--- config.mk ---
export PLATFORM = sky130hd
export DESIGN_NAME = uart_response_frame_builder_flat
export DESIGN_NICKNAME = d
export VERILOG_FILES = /design/src/rtl/uart_frame_pkg.sv /design/src/rtl/uart_response_frame_builder_if.sv /design/src/rtl/uart_response_frame_builder_crc8.sv /design/src/rtl/uart_response_frame_builder.sv /design/src/flat_wrapper.sv
export SDC_FILE = /design/constraint.sdc
export NUM_CORES = 1
export LEC_CHECK = 0
export CORE_ASPECT_RATIO = 0.75
export CORE_MARGIN = 4
export CORE_UTILIZATION = 44
export CTS_BUF_LIST = sky130_fd_sc_hd__clkbuf_8
export CTS_CLUSTER_DIAMETER = 150
export DETAILED_ROUTE_END_ITERATION = 10
export GPL_TIMING_DRIVEN = 0
export PLACE_DENSITY = 0.79
export SLEW_MARGIN = 20
export SYNTH_ARGS = -nofsm -noshare
export SYNTH_HDL_FRONTEND = slang
export SYNTH_SLANG_ARGS = --single-unit
--- constraint.sdc ---
create_clock -name clk -period 1.8 [get_ports clk]
set_input_delay 0.18 -clock clk [delete_from_list [all_inputs] [get_ports clk]]
set_output_delay 0.18 -clock clk [all_outputs]
set_load 0.02 [all_outputs]
--- src/rtl/uart_frame_pkg.sv ---
`default_nettype none
// ============================================================================
// Module      : uart_frame_pkg
// Description : Constants and state type shared by the UART request parser
//               and the response frame builder.
// Revision    : 1.0 - initial release
// ============================================================================
package uart_frame_pkg;

    localparam logic [7:0] RESP_SOF       = 8'h5A;
    localparam logic [7:0] CRC8_POLY      = 8'h07;
    localparam logic [7:0] STATUS_LEN_ERR = 8'h82;

    typedef enum logic [2:0] {
        ST_IDLE   = 3'd0,
        ST_SOF    = 3'd1,
        ST_STATUS = 3'd2,
        ST_CMD    = 3'd3,
        ST_ADDR   = 3'd4,
        ST_DATA   = 3'd5,
        ST_CRC    = 3'd6,
        ST_DONE   = 3'd7
    } frame_state_e;

endpackage
`default_nettype wire

--- src/rtl/uart_response_frame_builder_if.sv ---
`default_nettype none
// ============================================================================
// Module      : uart_response_frame_builder_if
// Description : Request, read-data and TX FIFO signals of the response builder.
// Revision    : 1.0 - initial release
// ============================================================================
interface uart_response_frame_builder_if;

    logic        build_start;
    logic [7:0]  resp_status;
    logic [7:0]  resp_cmd;
    logic [31:0] resp_addr;
    logic [6:0]  resp_data_count;
    logic        data_in_valid;
    logic [7:0]  data_in;
    logic        data_in_ready;
    logic        tx_fifo_full;
    logic        tx_fifo_wr_en;
    logic [7:0]  tx_fifo_data;
    logic        busy;
    logic        build_done;
    logic [15:0] frame_count;

    // Builder side
    modport master (
        input  build_start, resp_status, resp_cmd, resp_addr, resp_data_count,
        input  data_in_valid, data_in, tx_fifo_full,
        output data_in_ready, tx_fifo_wr_en, tx_fifo_data, busy, build_done,
        output frame_count
    );

    // Requester / data source / FIFO side
    modport slave (
        output build_start, resp_status, resp_cmd, resp_addr, resp_data_count,
        output data_in_valid, data_in, tx_fifo_full,
        input  data_in_ready, tx_fifo_wr_en, tx_fifo_data, busy, build_done,
        input  frame_count
    );

endinterface
`default_nettype wire

--- src/rtl/uart_response_frame_builder_crc8.sv ---
`default_nettype none
// ============================================================================
// Module      : crc8_byte_update
// Description : Combinational CRC-8 (poly 0x07, MSB first) single-byte update.
// Revision    : 1.0 - initial release
// ============================================================================
module crc8_byte_update
    import uart_frame_pkg::*;
(
    input  logic [7:0] crc_in,
    input  logic [7:0] byte_in,
    output logic [7:0] crc_out
);

    logic [7:0] crc_w;

    always_comb begin
        crc_w = crc_in ^ byte_in;
        for (int i = 0; i < 8; i++) begin
            crc_w = crc_w[7] ? ((crc_w << 1) ^ CRC8_POLY) : (crc_w << 1);
        end
    end

    assign crc_out = crc_w;

endmodule
`default_nettype wire

--- src/rtl/uart_response_frame_builder.sv ---
`default_nettype none
// ============================================================================
// Module      : uart_response_frame_builder
// Description : Serialises a response frame (SOF, status, cmd, [addr], [data],
//               CRC-8) into the TX FIFO. Macro RESP_ADDR_ECHO_EN adds the
//               four address bytes after CMD.
// Revision    : 1.0 - initial release
// ============================================================================
module uart_response_frame_builder
    import uart_frame_pkg::*;
#(
    parameter int unsigned MAX_DATA_BYTES = 64
) (
    input  logic                          clk,
    input  logic                          rst,
    uart_response_frame_builder_if.master bus
);

    frame_state_e state_q;
    frame_state_e state_d;
    frame_state_e after_hdr_w;

    logic [7:0]  status_q;
    logic [7:0]  cmd_q;
    logic [6:0]  remain_q;
    logic        incl_data_q;
    logic [7:0]  crc_q;
    logic [7:0]  crc_d;
    logic [7:0]  crc_next_w;
    logic [15:0] frame_count_q;

    logic [7:0]  byte_w;
    logic        emit_w;
    logic        wr_w;
    logic        ready_w;
    logic        start_w;
    logic        len_err_w;
    logic        crc_upd_w;

    assign start_w     = (state_q == ST_IDLE) & bus.build_start;
    assign len_err_w   = 32'(bus.resp_data_count) > MAX_DATA_BYTES;
    assign after_hdr_w = incl_data_q ? ST_DATA : ST_CRC;

`ifdef RESP_ADDR_ECHO_EN
    logic [31:0] addr_q;
    logic [1:0]  addr_idx_q;

    always_ff @(posedge clk) begin
        if (!rst) begin
            addr_q     <= 32'h0;
            addr_idx_q <= 2'd0;
        end else begin
            if (start_w) begin
                addr_q     <= bus.resp_addr;
                addr_idx_q <= 2'd0;
            end else if (state_q == ST_ADDR && wr_w) begin
                addr_idx_q <= addr_idx_q + 2'd1;
            end
        end
    end
`else
    logic addr_unused;
    assign addr_unused = ^bus.resp_addr;
`endif

    always_comb begin
        state_d = state_q;
        emit_w  = 1'b0;
        byte_w  = 8'h00;
        case (state_q)
            ST_IDLE: begin
                if (bus.build_start) state_d = ST_SOF;
            end
            ST_SOF: begin
                emit_w = 1'b1;
                byte_w = RESP_SOF;
                if (!bus.tx_fifo_full) state_d = ST_STATUS;
            end
            ST_STATUS: begin
                emit_w = 1'b1;
                byte_w = status_q;
                if (!bus.tx_fifo_full) state_d = ST_CMD;
            end
            ST_CMD: begin
                emit_w = 1'b1;
                byte_w = cmd_q;
`ifdef RESP_ADDR_ECHO_EN
                if (!bus.tx_fifo_full) state_d = ST_ADDR;
`else
                if (!bus.tx_fifo_full) state_d = after_hdr_w;
`endif
            end
`ifdef RESP_ADDR_ECHO_EN
            ST_ADDR: begin
                emit_w = 1'b1;
                byte_w = addr_q[{addr_idx_q, 3'b000} +: 8];
                if (!bus.tx_fifo_full && addr_idx_q == 2'd3) state_d = after_hdr_w;
            end
`endif
            ST_DATA: begin
                // Read data streams straight through; a missing byte just stalls.
                emit_w = bus.data_in_valid;
                byte_w = bus.data_in;
                if (bus.data_in_valid && !bus.tx_fifo_full && remain_q == 7'd1) begin
                    state_d = ST_CRC;
                end
            end
            ST_CRC: begin
                emit_w = 1'b1;
                byte_w = crc_q;
                if (!bus.tx_fifo_full) state_d = ST_DONE;
            end
            ST_DONE: begin
                state_d = ST_IDLE;
            end
            default: begin
                state_d = ST_IDLE;
            end
        endcase
    end

    // Outputs are gated by rst so a reset cycle never writes or consumes.
    assign wr_w      = rst & emit_w & ~bus.tx_fifo_full;
    assign ready_w   = rst & (state_q == ST_DATA) & bus.data_in_valid & ~bus.tx_fifo_full;
    assign crc_upd_w = wr_w & (state_q != ST_SOF) & (state_q != ST_CRC);

    crc8_byte_update u_crc8 (
        .crc_in  (crc_q),
        .byte_in (byte_w),
        .crc_out (crc_next_w)
    );

    always_comb begin
        crc_d = crc_q;
        if (start_w) begin
            crc_d = 8'h00;
        end else if (crc_upd_w) begin
            crc_d = crc_next_w;
        end
    end

    always_ff @(posedge clk) begin
        if (!rst) begin
            state_q       <= ST_IDLE;
            status_q      <= 8'h00;
            cmd_q         <= 8'h00;
            remain_q      <= 7'd0;
            incl_data_q   <= 1'b0;
            crc_q         <= 8'h00;
            frame_count_q <= 16'h0000;
        end else begin
            state_q <= state_d;
            crc_q   <= crc_d;
            if (start_w) begin
                // An oversized request reports a length error and carries no data.
                status_q    <= len_err_w ? STATUS_LEN_ERR : bus.resp_status;
                cmd_q       <= bus.resp_cmd;
                remain_q    <= bus.resp_data_count;
                incl_data_q <= ~len_err_w & bus.resp_cmd[7] &
                               (bus.resp_status == 8'h00) &
                               (bus.resp_data_count != 7'd0);
            end else if (ready_w) begin
                remain_q <= remain_q - 7'd1;
            end
            if (state_q == ST_DONE) begin
                frame_count_q <= frame_count_q + 16'd1;
            end
        end
    end

    assign bus.tx_fifo_wr_en = wr_w;
    assign bus.tx_fifo_data  = byte_w;
    assign bus.data_in_ready = ready_w;
    assign bus.busy          = rst & (state_q != ST_IDLE);
    assign bus.build_done    = rst & (state_q == ST_DONE);
    assign bus.frame_count   = frame_count_q;

endmodule
`default_nettype wire

--- src/flat_wrapper.sv ---
// flat-port wrapper written by rule: the top's interface ports become plain ports
module uart_response_frame_builder_flat import uart_frame_pkg::*;
#(
    parameter int unsigned MAX_DATA_BYTES = 64
)
  (clk, rst, bus_build_start, bus_resp_status, bus_resp_cmd, bus_resp_addr, bus_resp_data_count, bus_data_in_valid, bus_data_in, bus_tx_fifo_full, bus_data_in_ready, bus_tx_fifo_wr_en, bus_tx_fifo_data, bus_busy, bus_build_done, bus_frame_count);
  uart_response_frame_builder_if bus_i ();
  input  logic clk;
  input  logic rst;
  input wire logic [$bits(bus_i.build_start)-1:0] bus_build_start;
  input wire logic [$bits(bus_i.resp_status)-1:0] bus_resp_status;
  input wire logic [$bits(bus_i.resp_cmd)-1:0] bus_resp_cmd;
  input wire logic [$bits(bus_i.resp_addr)-1:0] bus_resp_addr;
  input wire logic [$bits(bus_i.resp_data_count)-1:0] bus_resp_data_count;
  input wire logic [$bits(bus_i.data_in_valid)-1:0] bus_data_in_valid;
  input wire logic [$bits(bus_i.data_in)-1:0] bus_data_in;
  input wire logic [$bits(bus_i.tx_fifo_full)-1:0] bus_tx_fifo_full;
  output wire logic [$bits(bus_i.data_in_ready)-1:0] bus_data_in_ready;
  output wire logic [$bits(bus_i.tx_fifo_wr_en)-1:0] bus_tx_fifo_wr_en;
  output wire logic [$bits(bus_i.tx_fifo_data)-1:0] bus_tx_fifo_data;
  output wire logic [$bits(bus_i.busy)-1:0] bus_busy;
  output wire logic [$bits(bus_i.build_done)-1:0] bus_build_done;
  output wire logic [$bits(bus_i.frame_count)-1:0] bus_frame_count;
  assign bus_i.build_start = bus_build_start;
  assign bus_i.resp_status = bus_resp_status;
  assign bus_i.resp_cmd = bus_resp_cmd;
  assign bus_i.resp_addr = bus_resp_addr;
  assign bus_i.resp_data_count = bus_resp_data_count;
  assign bus_i.data_in_valid = bus_data_in_valid;
  assign bus_i.data_in = bus_data_in;
  assign bus_i.tx_fifo_full = bus_tx_fifo_full;
  assign bus_data_in_ready = bus_i.data_in_ready;
  assign bus_tx_fifo_wr_en = bus_i.tx_fifo_wr_en;
  assign bus_tx_fifo_data = bus_i.tx_fifo_data;
  assign bus_busy = bus_i.busy;
  assign bus_build_done = bus_i.build_done;
  assign bus_frame_count = bus_i.frame_count;
  uart_response_frame_builder #(.MAX_DATA_BYTES(MAX_DATA_BYTES)) u_core (.clk(clk), .rst(rst), .bus(bus_i));
endmodule
# After elaboration in Yosys (flattened, before gate mapping)
# Cells that the tools add are included.
word_totals:
  register_bits: 51
  input_bits: 68
  out_inout_bits: 28
op_classes:
  n_bitwise: 25
  magnitude_cmp: 1
  eq_ne: 15
  addsub: 2
  reduce_logical: 11
  mux: 21
ops:
  columns: ["cell", "n"]
  rows:
  - ["3-bit 2-to-1 mux", 14]
  - ["8-bit case mux with 5 select lines", 1]
  - ["3-bit inverter", 8]
  - ["3-bit case mux with 6 select lines", 1]
  - ["16-bit by 1-bit adder with 16-bit output (second input constant)", 1]
  - ["7-bit 2-to-1 mux", 2]
  - ["1-bit AND", 13]
  - ["2-bit inequality test (second input constant)", 5]
  - ["3-bit == test (second input constant)", 3]
  - ["8-bit zero test", 1]
  - ["8-bit 2-to-1 mux", 1]
  - ["8-bit bitwise XOR", 1]
  - ["7-bit by 1-bit == test with 1-bit output (second input constant)", 1]
  - ["7-bit greater-than comparator (second input constant)", 1]
  - ["7-bit nonzero test", 1]
  - ["7-bit by 1-bit subtractor with 7-bit output (second input constant)", 1]
  - ["3-bit by 2-bit == test with 1-bit output (second input constant)", 2]
  - ["6-bit AND reduction", 1]
  - ["4-bit OR reduction", 1]
  - ["3-bit by 1-bit == test with 1-bit output (second input constant)", 1]
  - ["3-bit zero test", 1]
  - ["3-bit by 1-bit inequality test with 1-bit output (second input constant)", 1]
  - ["3-bit inequality test (second input constant)", 1]
  - ["1-bit inverter", 3]
  - ["8 further kinds", 9]

# Longest topological paths before layout
depth:
  depth_word: 19
  ltp_mapped: 10
  depth_no_buf: 8

# By module
# Synthesis repeated with hierarchy kept, for this count alone.
unflattened:
  cells_unflattened: 320
  hier_area_um2: 2761.4
modules_own_cells:
  columns: ["module", "cells_each", "seq_area_each_um2", "area_each_um2", "instances"]
  rows:
  - ["uart_response_frame_builder", 300, 1021.0, 2548.7, 1]
  - ["crc8_byte_update", 20, 0.0, 212.7, 1]

# Worst setup path before layout
# OpenSTA, ideal clock, no wires.
synth_timing:
  path_kind: "reg-to-reg"
  start: "register u_core.state_q[1]"
  end: "register u_core.crc_q[4]"
  stages_incl_launch_ff: 10
  setup_ns: 0.122
  t_arrival_ns: 1.851
  path_slack_ns: -0.173
  required_ns: 1.678
  period_less_slack_ns: 1.973
  cell_sequence: "dfxtp_1 buf_6 nor2b_1 buf_2 a221oi_1 nor2_1 xor2_1 xnor2_1 nand2_1 mux2i_1"
synth_via:
  elab_chain_len: 8
synth_lines:
  columns: ["item", "line", "text"]
  rows:
  - ["start: declaration", "uart_response_frame_builder.sv:19", "frame_state_e state_q;"]
  - ["start signal: assignment", "uart_response_frame_builder.sv:152", "state_q <= state_d;"]
  - ["3-bit == test, or another cell as far along", "uart_response_frame_builder.sv:70", "case (state_q)"]
  - ["8-bit case mux with 5 select lines *", "uart_response_frame_builder.sv:70", null]
  - ["via bus_tx_fifo_data[4]", "flat_wrapper.sv:20", "output wire logic [$bits(bus_i.tx_fifo_data)-1:0] bus_tx_fifo_data;"]
  - ["8-bit bitwise XOR *", "uart_response_frame_builder_crc8.sv:18", "crc_w = crc_in ^ byte_in;"]
  - ["3-bit 2-to-1 mux *", "uart_response_frame_builder_crc8.sv:20", "crc_w = crc_w[7] ? ((crc_w << 1) ^ CRC8_POLY) : (crc_w << 1);"]
  - ["3-bit inverter (no line)", null, null]
  - ["3-bit 2-to-1 mux *", "uart_response_frame_builder_crc8.sv:20", null]
  - ["3-bit inverter (no line)", null, null]
  - ["3-bit 2-to-1 mux *", "uart_response_frame_builder_crc8.sv:20", null]
  - ["end signal: assignment", "uart_response_frame_builder.sv:153", "crc_q <= crc_d;"]
  - ["end: declaration", "uart_response_frame_builder.sv:27", "logic [7:0] crc_q;"]
# The timed path passes the listed nets; every way through them passes the cells marked *.
# A chain may end at the register's enable or synchronous reset.

# Worst setup path in the final report
layout_timing:
  start: "register u_core.state_q[0]"
  end: "register u_core.crc_q[6]"
layout_via:
  elab_chain_len: 8
layout_lines:
  columns: ["item", "line"]
  rows:
  - ["3-bit == test, or another cell as far along", "uart_response_frame_builder.sv:70"]
  - ["8-bit case mux with 5 select lines", "uart_response_frame_builder.sv:70"]
  - ["8-bit bitwise XOR", "uart_response_frame_builder_crc8.sv:18"]
  - ["3-bit 2-to-1 mux", "uart_response_frame_builder_crc8.sv:20"]
  - ["3-bit inverter (no line)", null]
  - ["3-bit 2-to-1 mux", "uart_response_frame_builder_crc8.sv:20"]
  - ["3-bit inverter (no line)", null]
  - ["3-bit 2-to-1 mux", "uart_response_frame_builder_crc8.sv:20"]
# Several ways; a longest one is shown, not always the timed one.

==> run summary <==
area grow syn2layout: 48.7%
Yosys reg bits: 51
Hold Path End: u_core.status_q[1]
Max Cap Viol: 0
clk root buf: clkbuf_8
Crit path top cell by count: mux2i_1
worst-path maximum fanout: 5
FILL cells: 531
clk_skew: 0.0135 ns
max-slew violations: 0
Net Count, Synth: 459
Multi-input gate area: 0.00233 mm²
Initial DRC Count: 286
Pleak: 1.74 nW
Synth area leaders: dfxtp_1 32%, a21oi_1 5.5%, nand2_1 5.2%
WP data required: 2.04 ns
commonest non-fill, non-tap cell in the layout: clkdlybuf4s50_1
Register Area: 0.00103 mm²
Initial Util: 0.460
Most used DFF post-synth: dfxtp_1
Hold/Removal Path Class: in -> reg
r2r endpoint: u_core.crc_q[6]
Worst IR Drop VDD: 599 µV
clock sink count: 51
Via density: 5.76
chip height: 81.6 µm
fin worst setup slack: -0.251 ns
hold path start: rst
number of global-route vias before repair: 3247
Avg Inst Size Synth: 8.18 µm²
Skew-Pair Late Insertion Delay: 0.32 ns
crit path DAT: 2.29 ns
clock buffer count from CTS: 5
path type of the worst setup path: reg -> reg
Tmin final: 2.05 ns
final hold violation count: 0
Setup crit start kind: flop
total track usage: 0.231
detailed-router iteration count before antenna repair: 5
Antenna Violating Nets Remaining: 0
Final GP Congestion: 0.916
RSZ-0062 raised after global routing: true
global route overflow: 0
Vias: 3335
failing checks: negative setup slack
area leader, netlist: dfxtp_1
DP HPWL: 6980 µm
sequential cell area fraction in the yosys report: 0.322
Max clock buf depth: 2
antenna fix cells: 0
largest net degree at the start of global routing: 17
R2R Path Start: u_core.state_q[0]
routed len/inst: 18.0 µm
slew margin rel.: 0.598
Setup-failing EPs final: 32
port bufs: 63
FF-to-FF setup slack: -0.25 ns
hold buffers post-CTS: 0
residual DRC count: 0
Mapped Area: 0.00318 mm²
power per cell area: 1220 mW/mm²
Crit. End Element: flop
I/O pin total: 96
Die W: 106 µm
Cell Rows: 26
Clock transition at path regs: 0.10 ns
initial antenna violation count: 0
die area: 0.00865 mm²
top cell type's share of synthesized area: 0.322
ys async rst share: 0
Worst Tran Pin Value: 0.597 ns
Fmax achieved: 488 MHz
first-pass GRT wire length: 16000 µm
CP Cell Sequence: buf_8 -> mux2_4 -> a32o_1 -> o32a_4 -> xor2_4 -> mux2i_1 -> mux2i_1
layout cells sized above 1: 0.283
Post-synth EDFFs: 0
Critical Path Max Stage Delay: 0.40 ns
distinct cell type count after synthesis: 71
most frequent cells in the layout: 50 x clkdlybuf4s50_1, 46 x dfxtp_1, 42 x nand2_1, 36 x nor2_1, 29 x a21oi_1
R2R cell count: 7
Cells after Synth: 388
outcome: complete, but fails checks
final wirelength: 10400 µm
Hold Path Cell Cnt: 3
Post-Route Utilization: 0.685
Yosys warning total: 0
core region area: 0.00690 mm²
Final Cycle Share: 1.14
CTS tree: yes
H-Tree Depth: 2
CP max stage cell: dfxtp_4
Tot Pwr: 5.76 mW
Nets: 551
## report_power, final
group	internal, mW	leakage (nW)	switching, mW
combinational	1.77	1.26	1.69
clock	0.416	0.0599	0.436
sequential	1.27	0.417	0.171
## registers in the layout, indices dropped and copies added (netlist names)
name                    flops
u_core.crc_q                8
u_core.bus.frame_count     16
u_core.incl_data_q          1
u_core.state_q              3
u_core.remain_q             7
u_core.status_q             8
u_core.cmd_q                8
## metal layers
layer	vias to the layer above	GRT usage	wire length, µm
met5	-	0	0
met1	1591	0.310	4570
li1	1582	-	-
met3	15	0.0518	822
met2	147	0.375	4880
met4	0	0.0686	142
## cell usage after synthesis, types with 4 or more instances
| library cell | n |
|---|---|
| buf_6 | 6 |
| buf_2 | 4 |
| a22o_1 | 8 |
| a221oi_1 | 4 |
| nor3_1 | 12 |
| nand3_1 | 11 |
| o21ai_0 | 18 |
| mux2i_1 | 11 |
| nor4_1 | 4 |
| or3_1 | 4 |
| nor2_1 | 40 |
| nand2_1 | 44 |
| xor2_1 | 12 |
| clkbuf_1 | 9 |
| a21oi_1 | 35 |
| xnor2_1 | 13 |
| nand4_1 | 5 |
| inv_1 | 10 |
| dfxtp_1 | 51 |
| a21o_1 | 4 |
| and3_1 | 5 |
| nand2b_1 | 7 |
## what timing repair did
action	4_1_cts	5_1_grt
endpoints found under the setup margin	54	58
cloned	3	0
pin swaps	17	12
gates resized for setup	121	35
buffers inserted	15	5
endpoints found under the hold margin	0	0
## final cells by class
class,count,area share
plain buffers,22,0.0485
clock buffers,5,0.0146
clock inverters,3,0.00901
inverters,12,0.0101
multi-input cells,302,0.494
flip-flops and latches,51,0.218
well taps,98,0.0260
repair buffers,86,0.180
## critical path, delay by kind of cell, from the launching register on
family	cells	cell delay (ns)
xor+xnor	1	0.17
flops	1	0.40
buf+inv	1	0.14
compound gates	2	0.49
mux	3	0.78
## metrics by stage
step           hold slack [ns]  cell area (µm²)  setup slack, ns  cells  TNS, ns
6_report                 0.319             4720           -0.251    579    -4.04
5_1_grt                  0.358             4720           -0.324    579    -7.44
4_1_cts                  0.324             4500           -0.242    574    -3.82
3_5_place_dp             0.453             3960           -0.739    549   -17.63
3_3_place_gp             0.450             3960           -0.703    549   -15.53
2_1_floorplan            0.306             3210          -0.0693    388   -0.243
## logic make-up after synthesis
logic type                 Yosys count  share of synthesized area
and+or+nand+nor                    152                      0.243
DFF                                 51                      0.322
adders and majority gates            3                     0.0118
muxes                               14                     0.0453
xor gates and xnor gates            27                     0.0812
buffers and inverters               35                     0.0670
AOI/OAI and AO/OA                  106                      0.230
## worst max path at each step
stage / start / endpoint / slack (ns) / depth (start not counted)
2_1_floorplan: u_core.state_q[2] / u_core.crc_q[3] / -0.07 / 8
3_3_place_gp: rst / bus_busy / -0.70 / 6
3_5_place_dp: rst / bus_busy / -0.74 / 6
4_1_cts: u_core.state_q[0] / u_core.crc_q[3] / -0.24 / 8
5_1_grt: u_core.state_q[2] / u_core.crc_q[3] / -0.32 / 9
6_report: u_core.state_q[0] / u_core.crc_q[6] / -0.25 / 7
Power figures use the tool's default switching activity.
